--- src/rtl/link_tx_credit_control.sv ---
// Read-side link transmitter: pops the port FIFO while downstream credits remain
// and registers flits onto the channel. Optional flit counter via LINK_TX_FLIT_COUNTER_EN.
module link_tx_credit_control #(
  parameter int unsigned CHANNEL_WIDTH = 32,
  parameter int unsigned BUFFER_DEPTH  = 4
) (
  input  logic                                        clk,
  input  logic                                        reset,
  input  logic                                        fifo_empty_din,
  input  logic [CHANNEL_WIDTH-1:0]                    fifo_data_din,
  input  logic                                        link_enable_din,
  input  logic                                        credit_return_din,
  output logic                                        fifo_read_strobe_dout,
  output logic [CHANNEL_WIDTH-1:0]                    channel_dout,
  output logic                                        channel_valid_dout,
  output logic [$clog2(BUFFER_DEPTH+1)-1:0]           credit_count_dout,
  output logic                                        credit_error_dout
`ifdef LINK_TX_FLIT_COUNTER_EN
  ,
  output logic [31:0]                                 flit_count_dout
`endif
);

  localparam int unsigned CREDIT_WIDTH = $clog2(BUFFER_DEPTH + 1);
  localparam logic [CREDIT_WIDTH-1:0] CREDIT_FULL = CREDIT_WIDTH'(BUFFER_DEPTH);
  localparam logic [CREDIT_WIDTH-1:0] CREDIT_ONE  = CREDIT_WIDTH'(1);

  typedef enum logic [1:0] {
    IDLE  = 2'd0,
    SEND  = 2'd1,
    STALL = 2'd2
  } state_t;

  state_t                    state;
  state_t                    state_next;
  logic [CREDIT_WIDTH-1:0]   credit_count;
  logic [CREDIT_WIDTH-1:0]   credit_next;
  logic                      credit_error;
  logic                      error_next;
  logic [CHANNEL_WIDTH-1:0]  channel;
  logic [CHANNEL_WIDTH-1:0]  channel_next;
  logic                      channel_valid;
  logic                      valid_next;
  logic                      pending;
  logic                      has_credit;
  logic                      send;

  // State and datapath registers; reset drops any in-flight flit.
  always_ff @(posedge clk or posedge reset) begin
    if (reset) begin
      state         <= IDLE;
      credit_count  <= CREDIT_FULL;
      credit_error  <= 1'b0;
      channel       <= '0;
      channel_valid <= 1'b0;
    end else begin
      state         <= state_next;
      credit_count  <= credit_next;
      credit_error  <= error_next;
      channel       <= channel_next;
      channel_valid <= valid_next;
    end
  end

  // Send decision, credit bookkeeping and next-state logic.
  always_comb begin
    pending      = ~fifo_empty_din & link_enable_din;
    has_credit   = (credit_count != '0);
    send         = pending & has_credit;
    state_next   = state;
    credit_next  = credit_count;
    error_next   = credit_error;
    channel_next = channel;
    valid_next   = 1'b0;

    if (send) begin
      channel_next = fifo_data_din;
      valid_next   = 1'b1;
    end

    // A return with no send at full count is a protocol error and saturates.
    unique case ({send, credit_return_din})
      2'b10: credit_next = credit_count - CREDIT_ONE;
      2'b01: begin
        if (credit_count == CREDIT_FULL) begin
          error_next = 1'b1;
        end else begin
          credit_next = credit_count + CREDIT_ONE;
        end
      end
      default: credit_next = credit_count;
    endcase

    unique case (state)
      IDLE: begin
        if (send) begin
          state_next = SEND;
        end else if (pending) begin
          state_next = STALL;
        end
      end
      SEND: begin
        if (send) begin
          state_next = SEND;
        end else if (pending) begin
          state_next = STALL;
        end else begin
          state_next = IDLE;
        end
      end
      STALL: begin
        if (send) begin
          state_next = SEND;
        end else if (!pending) begin
          state_next = IDLE;
        end
      end
      default: state_next = IDLE;
    endcase
  end

  assign fifo_read_strobe_dout = send;
  assign channel_dout          = channel;
  assign channel_valid_dout    = channel_valid;
  assign credit_count_dout     = credit_count;
  assign credit_error_dout     = credit_error;

`ifdef LINK_TX_FLIT_COUNTER_EN
  logic [31:0] flit_count;

  // Free-running count of issued flits; wraps naturally at 2^32.
  always_ff @(posedge clk or posedge reset) begin
    if (reset) begin
      flit_count <= '0;
    end else if (send) begin
      flit_count <= flit_count + 32'd1;
    end
  end

  assign flit_count_dout = flit_count;
`endif

endmodule

--- config.mk ---
export PLATFORM = sky130hd
export DESIGN_NAME = link_tx_credit_control
export DESIGN_NICKNAME = d
export VERILOG_FILES = /design/src/rtl/link_tx_credit_control.sv
export SDC_FILE = /design/constraint.sdc
export NUM_CORES = 1
export LEC_CHECK = 0
export ABC_AREA = 1
export BUFFER_PORTS_ARGS = -buffer_cell sky130_fd_sc_hd__buf_2
export CAP_MARGIN = 0
export CORE_UTILIZATION = 39
export CTS_CLUSTER_SIZE = 14
export DETAILED_ROUTE_END_ITERATION = 6
export PLACE_DENSITY = 0.75
export SLEW_MARGIN = 10
export SYNTH_ARGS = -nofsm -noshare
export SYNTH_HDL_FRONTEND = slang
export SYNTH_SLANG_ARGS = --single-unit
--- constraint.sdc ---
create_clock -name clk -period 1.7 [get_ports clk]
set_clock_uncertainty 0.05 [all_clocks]
set_input_delay 0.255 -clock clk [delete_from_list [all_inputs] [get_ports clk]]
set_output_delay 0.255 -clock clk [all_outputs]
set_load 0.005 [all_outputs]
Yosys cells after proc, flatten, opt, wreduce, memory -nomap -nowiden
Cells that the tools add are included.
- register bits: 37
- bits of input ports: 37
- logic and storage cells: 20
- $add $sub $neg: 2
- equality and inequality tests: 4
- muxes and demuxes: 3
- bitwise operators: 3
- reduce and logical (&&, ||, !) cells: 4
- operators by type and width (operator ; count):
    3-bit case mux with 2 select lines ; 1
    2-bit AND reduction ; 2
    3-bit by 1-bit adder with 3-bit output, second input constant ; 1
    3-bit == test, second input constant ; 1
    3-bit 2-to-1 mux ; 1
    3-bit nonzero test ; 1
    3-bit by 1-bit subtractor with 3-bit output, second input constant ; 1
    1-bit bitwise AND ; 2
    2-bit by 1-bit == test with 1-bit output, second input constant ; 1
    2-bit == test, second input constant ; 1
    2-bit inequality test, second input constant ; 1
    2-bit nonzero test ; 1
    1-bit 2-to-1 mux ; 1
    1-bit inverter ; 1

Longest topological paths before layout
- depth after elaboration: 6
- mapped depth: 9

Least setup slack after synthesis
Ideal clock, no wire load.
- path type: register to register
- from: register credit_count[0], in the netlist credit_count_dout[0]
- to: register credit_count[2], in the netlist credit_count_dout[2]
- library setup time: 61 ps
- arrival time: 1525 ps
- data required time: 1589 ps
- setup slack: 64 ps
- cell stages (with the launch flop): 10
- period minus slack after synthesis: 1636 ps
- cells stage by stage: dfrtp_1 > nor2_2 > nand2_2 > nand2_4 > nand2_2 > fa_1 > nand3b_1 > nand3_1 > nand2_1 > nand2_1
- word-level cells in the longest chain between the ends: 5
- elaborated cells on any way between the ends: 12
- classes of those cells: 2 x add/sub; 4 x eq/ne; 2 x mux; 1 x bitwise; 3 x reduce/logical
- ends and longest elaborated chain (element ; RTL line ; text):
    from (decl) ; 36 ; logic [CREDIT_WIDTH-1:0] credit_count;
    from (signal assigned) ; 58 ; credit_count <= credit_next;
    3-bit nonzero test ; 68 ; has_credit = (credit_count != '0);
    1-bit bitwise AND ; 69 ; send = pending & has_credit;
    2-bit by 1-bit == test with 1-bit output or 2-bit == test (tied branches) ; 82 ; unique case ({send, credit_return_din})
    2-bit inequality test (no source line) or 2-bit nonzero test (tied branches) ; -- ;
    2-bit AND reduction (no source line) ; -- ;
Several ways; a longest one is shown, not always the timed one. The select of a mux whose other input is x is not followed.
A chain may end at the register's enable or synchronous reset.

Worst setup path after layout
- from: register credit_count[2], in the netlist credit_count_dout[2]
- to: output port fifo_read_strobe_dout
- word-level cells in the longest chain between the ends: 2
- ends and longest elaborated chain (element ; RTL line ; text):
    3-bit nonzero test ; 68 ;
    1-bit bitwise AND ; 69 ;
    to (decl) ; 13 ; output logic fifo_read_strobe_dout,
Every way passes these cells.

==> metrics.md <==
| Metric | Value |
|---|---|
| Antenna violations before repair | 0 |
| Final hold violation count | 0 |
| Critical Path Start | credit_count_dout[2] |
| Outcome | finished, final reports clean |
| Hold Slack | 0.0142 ns |
| Number of global-route vias before repair | 1246 |
| Vias | 1312 |
| CTS root buf | clkbuf_8 |
| Post-route cell area | 0.00208 sq mm |
| Longest Clk Path Bufs | 2 |
| Crit path kind | reg2out |
| Min cycle time layout | 1.66 ns |
| Placed cell areas | 0.00194 sq mm |
| Worst-margin pin slew | 0.442 ns |
| Number of max-cap violations | 0 |
| Max Slew Vio Count | 0 |
| Starting Density | 42.6% |
| Hold buffer count at cts | 0 |
| RSZ-0062 raised after global routing | yes |
| Clk Latency, worst-skew pair | 0.28 ns |
| Top Layer Used | met4 |
| Largest net degree at the start of global routing | 38 |
| IO Pins | 75 |
| CP Launch Type | register |
| Via/cell ratio | 4.43 |
| Core box area | 0.00347 sq mm |
| Final ANT Viol Nets | 0 |
| Static leakage | 1.23 nW |
| Maximum VDD drop | 0.000711 V |
| Cells after synthesis | 164 |
| Avg Cell Area, Syn | 9.01 sq um |
| Worst-path clk slew | 0.07 ns |
| Global route total overflow | 0 |
| Max-slew headroom | 70.5% |
| CP arrival | 1.36 ns |
| Post-synthesis cell type count | 17 |
| CP Capture Type | output port |
| Fmax | 0.602 GHz |
| CTS tree | yes |
| Metal-1 WL | 1450 um |
| Metal2 WL | 1450 um |
| Placer Congestion | 0.851 |
| Ant diodes | 0 |
| Die Wd | 63.6 um |
| Met3 Wirelength | 220 um |
| Setup ws final | 0.0394 ns |
| Share of cells above drive strength 1 | 40.8% |
| Fin nets | 287 |
| Cell area after synthesis | 0.00148 sq mm |
| I/O Buffers | 74 |
| CP required | 1.39 ns |
| CTS buffer count | 5 |
| Mapped Nets | 202 |
| Reg2reg start | credit_count_dout[1] |
| Die height | 63.6 um |
| Yosys warnings | 0 |
| Die area | 0.00404 sq mm |
| First-pass GRT wire length | 5410 um |
| Sequential fraction of the synthesis area | 62.7% |
| Tcrit/Tclk final | 97.7% |
| Worst min path class | in2async |
| Fin Setup TNS | 0 ns |
| Final setup viols | 0 |
| Post-Place Setup Slack | 0.0833 ns |
| Critical path fanouts, max | 20 |
| H-tree levels | 2 |
| FP Rows | 21 |
| # DRC | 0 |
| DR iter-0 viols | 48 |
| Drt wl/cell | 10.6 um |
| Pwr Density | 1560 mW/mm^2 |
| Fill cells | 344 |
| Tot GR Track Use | 17.4% |
| Post-DP HPWL | 2300 um |
| Final WL | 3150 um |
| Synthesized flop and latch total | 37 |
| First-pass DRT Iterations | 4 |
| CTS sink cnt | 37 |
| Area delta synth->final | 41.1% |
[power breakdown]
part           switching, W  internal (W)
Combinational      0.000596      0.000595
Sequential         0.000181       0.00125
Clock              0.000278      0.000366
[final timing paths]
kind / slack, ns / endpoint / cells after the start
min in group clk: 0.12 / channel_dout[1] / 3
min reg2reg: 0.42 / channel_dout[12] / 2
max in group asynchronous: 1.25 / credit_count_dout[2] / 3
min: 0.01 / channel_dout[23] / 3
max: 0.04 / fifo_read_strobe_dout / 6
max reg2reg: 0.08 / credit_count_dout[2] / 9
[metrics by stage]
stage               util (%)  total power, W  cells
detailed placement      55.9         0.00257    285
finish                  60.1         0.00326    296
floorplan                  -         0.00200    164
global route            60.1         0.00353    296
global placement        55.9         0.00253    285
CTS                     59.4         0.00326    294
[placed cells by master (no fill, tap or decap)]
cell	netlist	layout
nand3b_1	2	2
dfrtp_1	36	36
inv_1	3	3
buf_4	1	8
nand2_2	3	3
nand3_1	2	2
nand2_1	102	102
clkinv_2	0	1
nand4_1	1	1
fa_2	0	1
inv_8	0	1
dfstp_2	1	1
nand2_4	1	1
o21bai_1	1	1
buf_2	5	74
buf_12	0	2
xor2_1	1	1
nand3_2	1	1
nor2_2	2	2
clkbuf_8	0	7
[flip-flops by register name, indices dropped and copies added (netlist names)]
register            cells
channel_dout           32
channel_valid_dout      1
credit_count_dout       3
credit_error_dout       1
[area by class of cell]
class	instances	area (sq um)	area share, %
Clock inverter	1	5.00	0.240
Timing Repair Buffer	84	470	22.6
Clock buffer	7	96.3	4.62
Inverter	4	22.5	1.08
Sequential cell	37	927	44.5
Multi-Input combinational cell	117	505	24.2
Tap cell	46	57.6	2.76
[metal layers]
metal	GRT usage [%]	up-vias
met5	0	-
met2	28.7	55
met4	6.82	0
li1	-	663
met1	21.8	590
met3	3.99	4
[synthesized netlist by cell type]
master    count  area (sq um)
inv_1         3          11.3
nand2_1     102           383
xor2_1        1          8.76
buf_2         5          25.0
o21bai_1      1          7.51
dfrtp_1      36           901
nand2_2       3          18.8
nand3_1       2          10.0
inv_2         1          3.75
nand3_2       1          10.0
buf_4         1          7.51
nand3b_1      2          15.0
dfstp_2       1          26.3
nor2_2        2          12.5
nand2_4       1          11.3
fa_1          1          20.0
nand4_1       1          6.26
[critical path: stages, from the launching register on]
cell     delay, ns
dfstp_2       0.54
inv_1         0.06
nand2_2       0.08
nand2_4       0.07
buf_12        0.16
inv_8         0.07
buf_2         0.10
[logic make-up (layout without fill, tap and decap cells)]
logic type | count (synthesis) | in the layout | share of synthesized area [%]
xor+xnor | 1 | 1 | 0.593
buf+inv | 10 | 96 | 3.22
simple gates | 114 | 114 | 31.6
flops | 37 | 37 | 62.7
fa+ha+maj | 1 | 1 | 1.35
compound gates | 1 | 1 | 0.508
[what timing repair did]
item | CTS | global route
resized for setup | 4 | 3
endpoints found under the setup margin | 1 | 2
pin swaps | 0 | 3
buffers inserted | 1 | 2
No activity file was read; power rests on OpenSTA's default activity.
